## src/rtl/sensor_cond_pkg.sv

```systemverilog
// sensor_cond_pkg: period shift constants and cadence generator state type
package sensor_cond_pkg;

    localparam int SHIFT_REAL = 16;
    localparam int SHIFT_FAST = 7;

    typedef enum logic [1:0] {
        ST_IDLE,
        ST_BOUNCE,
        ST_HIGH,
        ST_LOW
    } cad_gen_state_t;

    function automatic logic [23:0] cad_period(input logic [7:0] per, input bit fast);
        return 24'(per) << (fast ? SHIFT_FAST : SHIFT_REAL);
    endfunction

endpackage

```

## src/rtl/cadence_bounce_gen.sv

```systemverilog
// cadence_bounce_gen: contact-bounce waveform (clean high, then low/high glitch pairs) with end-of-window flag
module cadence_bounce_gen #(
    parameter int BOUNCE_PULSES = 3,
    parameter int BOUNCE_LEN    = 4
) (
    input  logic clk,
    input  logic rst_n,
    input  logic active_i,
    output logic level_o,
    output logic done_o
);

    logic [3:0]  len_q;
    logic        low_q;
    logic [15:0] pulses_q;
    logic        half_end;

    assign half_end = len_q == 4'(BOUNCE_LEN - 1);
    assign level_o  = ~low_q;
    assign done_o   = active_i && half_end && !low_q && pulses_q == 16'(BOUNCE_PULSES);

    // counters run only inside the window and sit at zero otherwise, so every window starts fresh
    always_ff @(posedge clk or negedge rst_n) begin
        if (!rst_n) begin
            len_q    <= '0;
            low_q    <= 1'b0;
            pulses_q <= '0;
        end else if (!active_i) begin
            len_q    <= '0;
            low_q    <= 1'b0;
            pulses_q <= '0;
        end else begin
            len_q    <= half_end ? 4'd0 : len_q + 4'd1;
            low_q    <= half_end ? ~low_q : low_q;
            pulses_q <= (half_end && low_q) ? pulses_q + 16'd1 : pulses_q;
        end
    end

endmodule

```

## src/rtl/cadence_gen.sv

```systemverilog
// cadence_gen: square-wave pedal-cadence generator with optional bounce after each rising edge
module cadence_gen
    import sensor_cond_pkg::*;
#(
    parameter int FAST_SIM      = 1,
    parameter int BOUNCE_PULSES = 0,
    parameter int BOUNCE_LEN    = 4
) (
    input  logic       clk,
    input  logic       rst_n,
    input  logic       en,
    input  logic [7:0] cadence_per,
    output logic       cadence_out,
    output logic       rise_strb,
    output logic [7:0] per_active,
    output logic       busy
);

    localparam int W     = (2 * BOUNCE_PULSES + 1) * BOUNCE_LEN;
    localparam int MIN_H = 1 << ((FAST_SIM != 0 ? SHIFT_FAST : SHIFT_REAL) - 1);
    localparam cad_gen_state_t FIRST = (BOUNCE_PULSES > 0) ? ST_BOUNCE : ST_HIGH;

    if (W >= MIN_H || BOUNCE_LEN < 1 || BOUNCE_LEN > 15) begin : g_bad_cfg
        $error("cadence_gen: bounce window must be shorter than the minimum half period and BOUNCE_LEN in 1..15");
    end

    cad_gen_state_t state_q, state_d;
    logic [23:0]    cnt_q, cnt_d;
    logic [7:0]     per_q, per_d;
    logic [23:0]    period, half;
    logic           start_ok, bounce_level, bounce_done;

    assign period   = cad_period(per_q, FAST_SIM != 0);
    assign half     = period >> 1;
    assign start_ok = en && cadence_per != 8'd0;

    cadence_bounce_gen #(
        .BOUNCE_PULSES(BOUNCE_PULSES),
        .BOUNCE_LEN   (BOUNCE_LEN)
    ) u_bounce (
        .clk     (clk),
        .rst_n   (rst_n),
        .active_i(state_q == ST_BOUNCE),
        .level_o (bounce_level),
        .done_o  (bounce_done)
    );

    // state, period counter and latched period code
    always_ff @(posedge clk or negedge rst_n) begin
        if (!rst_n) begin
            state_q <= ST_IDLE;
            cnt_q   <= '0;
            per_q   <= '0;
        end else begin
            state_q <= state_d;
            cnt_q   <= cnt_d;
            per_q   <= per_d;
        end
    end

    // next state; a new period code is only taken at start or at the period boundary
    always_comb begin
        state_d = state_q;
        cnt_d   = cnt_q + 24'd1;
        per_d   = per_q;
        case (state_q)
            ST_IDLE: begin
                cnt_d = '0;
                if (start_ok) begin
                    state_d = FIRST;
                    per_d   = cadence_per;
                end
            end
            ST_BOUNCE: if (bounce_done) state_d = ST_HIGH;
            ST_HIGH:   if (cnt_q == half - 24'd1) state_d = ST_LOW;
            default: begin
                if (cnt_q == period - 24'd1) begin
                    cnt_d   = '0;
                    state_d = start_ok ? FIRST : ST_IDLE;
                    per_d   = start_ok ? cadence_per : 8'd0;
                end
            end
        endcase
    end

    // outputs decoded from state; the rise is the first cycle of a period
    always_comb begin
        cadence_out = state_q == ST_HIGH || (state_q == ST_BOUNCE && bounce_level);
        busy        = state_q != ST_IDLE;
        rise_strb   = busy && cnt_q == 24'd0;
        per_active  = per_q;
    end

endmodule

```

## config.mk

```make
export PLATFORM = sky130hd
export DESIGN_NAME = cadence_gen
export DESIGN_NICKNAME = d
export VERILOG_FILES = /design/src/rtl/sensor_cond_pkg.sv /design/src/rtl/cadence_bounce_gen.sv /design/src/rtl/cadence_gen.sv
export SDC_FILE = /design/constraint.sdc
export NUM_CORES = 1
export LEC_CHECK = 0
export CAP_MARGIN = 40
export CORE_AREA = 2 2 80 82
export CTS_CLUSTER_SIZE = 30
export DETAILED_ROUTE_END_ITERATION = 10
export DIE_AREA = 0 0 82 84
export DONT_BUFFER_PORTS = 1
export GPL_TIMING_DRIVEN = 0
export PLACE_DENSITY = 0.77
export SLEW_MARGIN = 20
export SYNTH_ARGS = -nofsm -noshare
export SYNTH_HDL_FRONTEND = slang
export SYNTH_SLANG_ARGS = --single-unit
```

## constraint.sdc

```tcl
create_clock -name clk -period 2.8 [get_ports clk]
set_clock_uncertainty 0.15 [all_clocks]
set_input_delay 0.56 -clock clk [delete_from_list [all_inputs] [get_ports clk]]
set_output_delay 0.56 -clock clk [all_outputs]
set_load 0.05 [all_outputs]
```

# After elaboration in Yosys (flattened, before gate mapping)
# Cells that the tools add are included.
# word_totals
regBits,55
latch_bits,0
ramBits,0
rom_bits,0
inputBits,11
elab_cells,60
n_memories,0
# op_classes
add_sub_neg,5
mul,0
div_mod_pow,0
n_lt_le_gt_ge,0
n_eq_ne,10
shifts,0
mux,18
bitwise_logic,2
reduce_logical,19
# ops
op,count
$eq 24x24->1,2
$pmux 24 s2,1
$mux 16,2
$add 24x1->24 const B,1
$logic_not 24->1,1
$mux 24,1
$mux 8,3
$add 16x1->16 const B,1
$logic_not 16->1,1
$pmux 8 s2,1
$sub 15x1->16 const B,1
$sub 14x1->15 const B,1
$mux 2,5
$ne 2x2->1 const B,5
$mux 4,2
$reduce_bool 8->1,1
$logic_and 1x1->1,7
$pmux 2 s3,1
$add 4x1->4 const B,1
$eq 4x2->1 const B,1
$reduce_and 4->1,1
$reduce_bool 2->1,2
$reduce_bool 4->1,1
$reduce_and 3->1,1
8 further kinds,10

# Longest topological paths before layout
# Gate-level depths: netlist (run 1).
# logic_depth
ltp_word,6
depth_mapped,10

# Modules after synthesis
# A second synthesis (run 1) with hierarchy kept.
# hier_totals
cells_unflattened,375
area_unflattened_um2,3487.1
# modules_own_cells
mod,n_inst,cells_each,area_each_um2,seq_area_each_um2
cadence_gen,1,260,2324.7,850.8
cadence_bounce_gen,1,115,1162.4,525.5

# Worst setup path after synthesis (run 1)
# Ideal clock, no wire load.
# synth_path
path_kind,register -> register
startpoint,"register per_q[2], in the netlist per_active[2]"
endpoint,register state_q[1]
setup_time_ns,0.127
t_arrival_ns,2.853
setup_slack_ns,-0.331
path_stages_with_launch,10
path_buffers,2
period_less_slack_ns,3.131
path_cell_list,dfrtp_1 > buf_2 > or3_1 > clkbuf_1 > or3_1 > xor2_1 > a311oi_1 > o41ai_2 > o311a_1 > mux2_1
# synth_via
elab_chain_cells,4
elab_cells_between_ends,7
# synth_lines
element,line,source
from (decl),cadence_gen.sv:29,"logic [7:0] per_q, per_d;"
from (signal assigned),cadence_gen.sv:57,per_q <= per_d;
$sub 15x1->16 or $sub 14x1->15 (tied branches),"cadence_gen.sv:77, cadence_gen.sv:75",
"$eq 24x24->1, on equally long branches","cadence_gen.sv:77, cadence_gen.sv:75",
$reduce_bool 4->1 (no line) or $ne 2x2->1 (tied branches),n/a,
$reduce_and 4->1 (no line) (*),n/a,
to (signal assigned),cadence_gen.sv:55,state_q <= state_d;
to (decl),cadence_gen.sv:27,"cad_gen_state_t state_q, state_d;"
# Mark *: on every way between the ends. The rest lies on a longest branch, timed or not.
# A chain may end at the register's enable or synchronous reset.

# Worst setup path after layout (run 1)
# layout_path
startpoint,"register per_q[5], in the netlist per_active[5]"
endpoint,register cnt_q[21]
# layout_via
elab_chain_cells,4
# layout_lines
element,line,source
$sub 15x1->16,cadence_gen.sv:77,if (cnt_q == period - 24'd1) begin
$eq 24x24->1,cadence_gen.sv:77,
$mux 24,cadence_gen.sv:77,
$pmux 24 s2,cadence_gen.sv:66,case (state_q)
via cnt_d[21],cadence_gen.sv:28,"logic [23:0] cnt_q, cnt_d;"
to (signal assigned),cadence_gen.sv:56,cnt_q <= cnt_d;
to (decl),cadence_gen.sv:28,
# The timed path passes the listed nets, and every way through them passes these cells.

==> flow_summary.json, run 1 <==
{
  "worstMarginPinSlew_ns": 0.846,
  "powerDensity_nw_per_um2": 344,
  "placed_area_sq_um": 3500,
  "critPathLaunchType": "flip-flop",
  "io-pin-count": 22,
  "p_comb_share_pct": 1.6,
  "swShare_pct": 20.1,
  "synth_top_area_share_pct": 40.8,
  "fmax_mhz": 312,
  "finalMaxSlewViolations": 0,
  "dr.first_iter.drc_count": 169,
  "cts_tree": "done",
  "synth_nets": 375,
  "yosysMostFrequentCell": "dfrtp_1",
  "start_util_pct": 55.4,
  "rr_endpoint": "cnt_q[21]",
  "min_from": "cadence_per[1]",
  "netlist_instances": 353,
  "status": "complete, but fails checks",
  "num_vias": 2635,
  "drcViolationCount": 0,
  "max-cap-violations": 0,
  "p_leak_nw": 1.64,
  "hold_class": "input pin to flip-flop",
  "coreArea_sq_um": 6100,
  "r2r.worst_path.cells": 10,
  "gp_congestion": 0.862,
  "finalPower_mw": 1.33,
  "violations": "setup timing",
  "final_util_pct": 63.7,
  "syn_area_per_cell_sq_um": 9.56,
  "grt_pass1_wl_mm": 12.3,
  "dr_wl_met2_mm": 3.63,
  "yosys-top-cells-count": "dfrtp_1 (55), nor2_1 (32), xnor2_1 (29)",
  "stdcell_area_sq_um": 3880,
  "wl_met3_um": 354,
  "clk_latency_ns": 0.32,
  "rsz0062_at_grt": "yes",
  "grt_usage_pct": 23.1,
  "overflow": 0,
  "hpwl_mm": 4.88,
  "synth_edf_count": 0,
  "p_clk_share_pct": 38.9,
  "hold_path_end": "per_active[1]",
  "ys_seq_elements": 55,
  "nets": 397,
  "crit_required_ns": 2.85,
  "finalHoldViolations": 0,
  "antenna_left": 0,
  "die_area_sq_um": 6890,
  "r2r_start": "per_active[5]",
  "peakVddDrop_v": 0.000234,
  "area_growth_pct": 15.1,
  "cts_buffer_depth": 2,
  "port_buffers": 0,
  "cts_buffers": 5,
  "period_share_pct": 115,
  "die_h_um": 84,
  "criticalPathCategory": "flip-flop to flip-flop",
  "netlist_area_sq_um": 3370,
  "top_layer_used": "met4",
  "drive_gt1_share_pct": 17.0,
  "yosys.area.top_type": "dfrtp_1",
  "hold_ws_ns": 0.217,
  "num_antenna_cells": 0,
  "final_cells": 453,
  "htree_levels": 2,
  "synth_cell_types": 53,
  "first_pass_iters": 4,
  "fp.dieW_um": 82,
  "yosys_warnings": 0,
  "fin_ws_ns": -0.409,
  "wirelength_mm": 7.26,
  "clk_pin_slew_worst_paths_ns": 0.10,
  "fin_crit_ns": 3.21,
  "critPathMaxFanout": 7,
  "synth_ff_type": "dfrtp_1",
  "rows": 29,
  "seq_power_share_pct": 59.5,
  "cts-root-buf": "clkbuf_8",
  "wl_per_cell_um": 16.0,
  "slew_headroom_pct": 43.1,
  "grt_pass1_vias": 2643,
  "hold_path_depth": 1,
  "placed_cells": 430,
  "internal-power_mw": 1.07,
  "routed_via_density": 5.82,
  "endpoint_kind": "flip-flop",
  "setup_viol": 34,
  "synthArstFlopShare_pct": 100,
  "cp.arrival_ns": 3.26,
  "synth_area_leaders": "dfrtp_1 (41%), xnor2_1 (7.5%), xor2_1 (6.2%)",
  "wl_met1_mm": 3.18,
  "antenna_found_initial": 0,
  "clkSinkCount": 55,
  "seq_area_frac_synth_pct": 40.8,
  "grt_max_degree": 56,
  "r2r_slack_ns": -0.41,
  "power.switching_uw": 268
}
==> worst max-delay path, cell delays in order (launching register included) <==
cell	delay, ns
dfrtp_2	0.53
buf_6	0.16
or4_4	0.54
nor3_4	0.24
mux2i_2	0.13
or3_4	0.35
or4_4	0.50
mux2i_4	0.18
buf_12	0.15
buf_8	0.12
nor2_2	0.04
==> area by class of cell <==
class                      instances  area (sq um)
fill                             487          2210
tap                               77          96.3
clock buffer                       7          76.3
inverter                          12          45.0
timing repair buffer              17           170
buffer                            17           110
clock inverter                     1          30.0
sequential                        55          1390
multi-input combinational        267          1970
==> placed cells by master (no fill, tap or decap), drive strengths merged, types with 6 or more instances in the layout <==
cell type,instances
or4,6
and2,14
nor2,32
clkbuf,17
dfrtp,55
buf,23
ha,11
nor4,11
xnor2,29
nor2b,8
inv,12
nor3,8
nand2,17
nand3,24
and3,11
a22o,8
xor2,24
==> logic make-up after synthesis <==
family | after synthesis | synth area share (%)
simple gates | 162 | 27.0
fa+ha+maj | 11 | 4.08
xor+xnor | 53 | 13.8
mux | 4 | 1.63
flops | 55 | 40.8
buf+inv | 31 | 4.23
compound gates | 37 | 8.49
==> flip-flops by register name, indices dropped and copies added (netlist names) <==
signal and cells:
cnt_q 24, per_active 8, state_q 2, u_bounce.len_q 4
u_bounce.low_q 1, u_bounce.pulses_q 16
==> layer usage <==
layer | vias to the layer above | track usage [%]
met5 | - | 0
met4 | 0 | 8.03
met3 | 9 | 5.30
met2 | 66 | 37.3
met1 | 1278 | 30.1
li1 | 1282 | -
==> through the flow <==
stage               setup slack, ns  setup TNS (ns)
finish                       -0.409          -12.64
global route                 -0.499          -16.02
CTS                          -0.447          -13.69
detailed placement           -0.573          -17.90
global placement             -0.523          -16.61
floorplan                    -0.224           -6.18
==> worst max path at each step <==
stage,start,to,slack (ns)
after floorplan,per_active[4],cnt_q[11],-0.22
after global placement,per_active[6],cnt_q[15],-0.52
after detailed placement,per_active[6],cnt_q[10],-0.57
after CTS,per_active[5],cnt_q[10],-0.45
after global routing,per_active[5],cnt_q[21],-0.50
final,per_active[5],cnt_q[21],-0.41
==> power groups by stage <==
| stage | combinational, mW | clock, mW | sequential, mW |
|---|---|---|---|
| 5_1_grt | 0.0256 | 0.564 | 0.794 |
| 6_report | 0.0214 | 0.520 | 0.793 |
| 4_1_cts | 0.0231 | 0.538 | 0.794 |
| 3_5_place_dp | 0.00117 | 0 | 0.809 |
| 2_1_floorplan | 0.000948 | 0 | 0.810 |
| 3_3_place_gp | 0.00124 | 0 | 0.809 |
==> timing repair <==
action | in CTS | in global routing
buffers inserted | 11 | 2
gates cloned | 2 | 0
gates resized for setup | 19 | 14
hold buffers | 2 | 0
setup endpoints to repair | 35 | 36
pin swaps | 3 | 4
endpoints found under the hold margin | 55 | 0
Note: power is estimated with default switching activity, not from simulation.
==> run 2: changes to the inputs <==
Settings changed: RECOVER_POWER set to 100.
==> flow_summary.json, run 2 (same netlist as run 1, synthesis figures left out) <==
{
  "status": "complete, but fails checks",
  "violations": "setup timing",
  "crit_path_top_delay_cell": "or4_4",
  "htree_levels": 2,
  "num_antenna_cells": 0,
  "drive_gt1_share_pct": 16.8,
  "final_common_cell": "dfrtp_1",
  "cp.arrival_ns": 3.26,
  "final_cell_mix": "dfrtp_1 (48), xnor2_1 (29), nor2_1 (26), nand3_1 (24), xor2_1 (23)",
  "final_cells": 453,
  "cts_buffer_depth": 2,
  "p_leak_nw": 1.63,
  "criticalPathCategory": "flip-flop to flip-flop",
  "max-cap-violations": 0,
  "wl_per_cell_um": 16.1,
  "endpoint_kind": "flip-flop",
  "hold_ws_ns": 0.212,
  "slew_headroom_pct": 12.6,
  "finalMaxSlewViolations": 0,
  "start_util_pct": 55.4,
  "gp_congestion": 0.862,
  "grt_max_degree": 56,
  "first_pass_iters": 4,
  "finalHoldViolations": 0,
  "placed_cells": 430,
  "coreArea_sq_um": 6100,
  "port_buffers": 0,
  "wirelength_mm": 7.31,
  "rsz0062_at_grt": "yes",
  "grt_pass1_vias": 2643,
  "cpPeakStageDelay_ns": 0.54,
  "period_share_pct": 115,
  "clk_latency_ns": 0.32,
  "fmax_mhz": 312,
  "io-pin-count": 22,
  "hpwl_mm": 4.88,
  "largest_register_ffs": 24,
  "num_vias": 2644,
  "fin_ws_ns": -0.407,
  "fin_crit_ns": 3.21,
  "crit_chain": "buf_6 -> or4_4 -> nor3_4 -> mux2i_2 -> or3_4 -> or4_4 -> mux2i_4 -> buf_12 -> buf_8 -> nor2_2",
  "area_growth_pct": 14.3,
  "grt_usage_pct": 23.1,
  "cts_buffers": 5,
  "overflow": 0,
  "powerDensity_nw_per_um2": 346,
  "tns_ns": -12.55,
  "routed_via_density": 5.84,
  "nets": 397,
  "worstMarginPinSlew_ns": 1.31,
  "critPathLaunchType": "flip-flop",
  "fp.dieW_um": 82,
  "die_area_sq_um": 6890,
  "antenna_left": 0,
  "dp_slack_ns": -0.573,
  "clkSinkCount": 55,
  "finalPower_mw": 1.33,
  "crit_required_ns": 2.85,
  "hold_class": "input pin to flip-flop",
  "rows": 29,
  "grt_pass1_wl_mm": 12.3,
  "drcViolationCount": 0,
  "cts-root-buf": "clkbuf_8",
  "clk_pin_slew_worst_paths_ns": 0.10,
  "setup_viol": 34,
  "antenna_found_initial": 0,
  "crit_top_cell": "or4_4",
  "top_register": "cnt_q",
  "dr.first_iter.drc_count": 171,
  "critPathMaxFanout": 7,
  "peakVddDrop_v": 0.000234,
  "fillers": 491,
  "cts_tree": "done",
  "die_h_um": 84
}
## run 2: final timing paths
path | startpoint | endpoint | slack (ns) | cells after the start
hold / removal | cadence_per[1] | per_active[1] | 0.21 | 1
setup / recovery | per_active[5] | cnt_q[21] | -0.41 | 10
min in group asynchronous | rst_n | per_active[0] | 0.91 | 2
max in group asynchronous | rst_n | per_active[0] | 0.67 | 2
hold reg to reg | u_bounce.len_q[0] | u_bounce.len_q[0] | 0.32 | 1
setup reg to reg | per_active[5] | cnt_q[21] | -0.41 | 10
## run 2: timing repair
item | CTS | global route
pin swaps | 3 | 4
gates resized for setup | 19 | 14
hold endpoints to repair | 55 | 0
setup endpoints to repair | 35 | 36
buffers inserted | 11 | 2
gates cloned | 2 | 0
hold buffers | 2 | 0
## run 2: per-layer routing
layer	share of wire (%)	track usage, %
met1	44	30.1
met2	49	37.3
met3	5.3	5.30
met4	1.4	8.03
met5	0	0
## run 2: stage by stage
stage / area (sq um) / util [%]
after global placement: 3500 / 57.4
after global routing: 3860 / 63.3
after detailed placement: 3500 / 57.5
after CTS: 3820 / 62.7
after floorplan: 3400 / -
final: 3860 / 63.3
## run 2: critical path, delay by kind of cell (launching register included)
kind / cells / cell delay, ns
flops: 1 / 0.53
simple gates: 5 / 1.66
mux: 2 / 0.31
buf+inv: 3 / 0.43
## run 2: report_power, final
part	switching [mW]	internal (mW)
sequential	0	0.794
clock	0.255	0.268
combinational	0.0152	0.00191
total	0.270	1.06
## run 2: layout make-up
type	count	area, sq um	area share, %
inverters	12	45.0	1.17
clock buffers	7	76.3	1.98
clock inverters	1	30.0	0.778
well taps	77	96.3	2.50
multi-input cells	267	1960	50.9
flip-flops and latches	55	1390	36.0
plain buffers	17	110	2.85
repair buffers	17	148	3.83
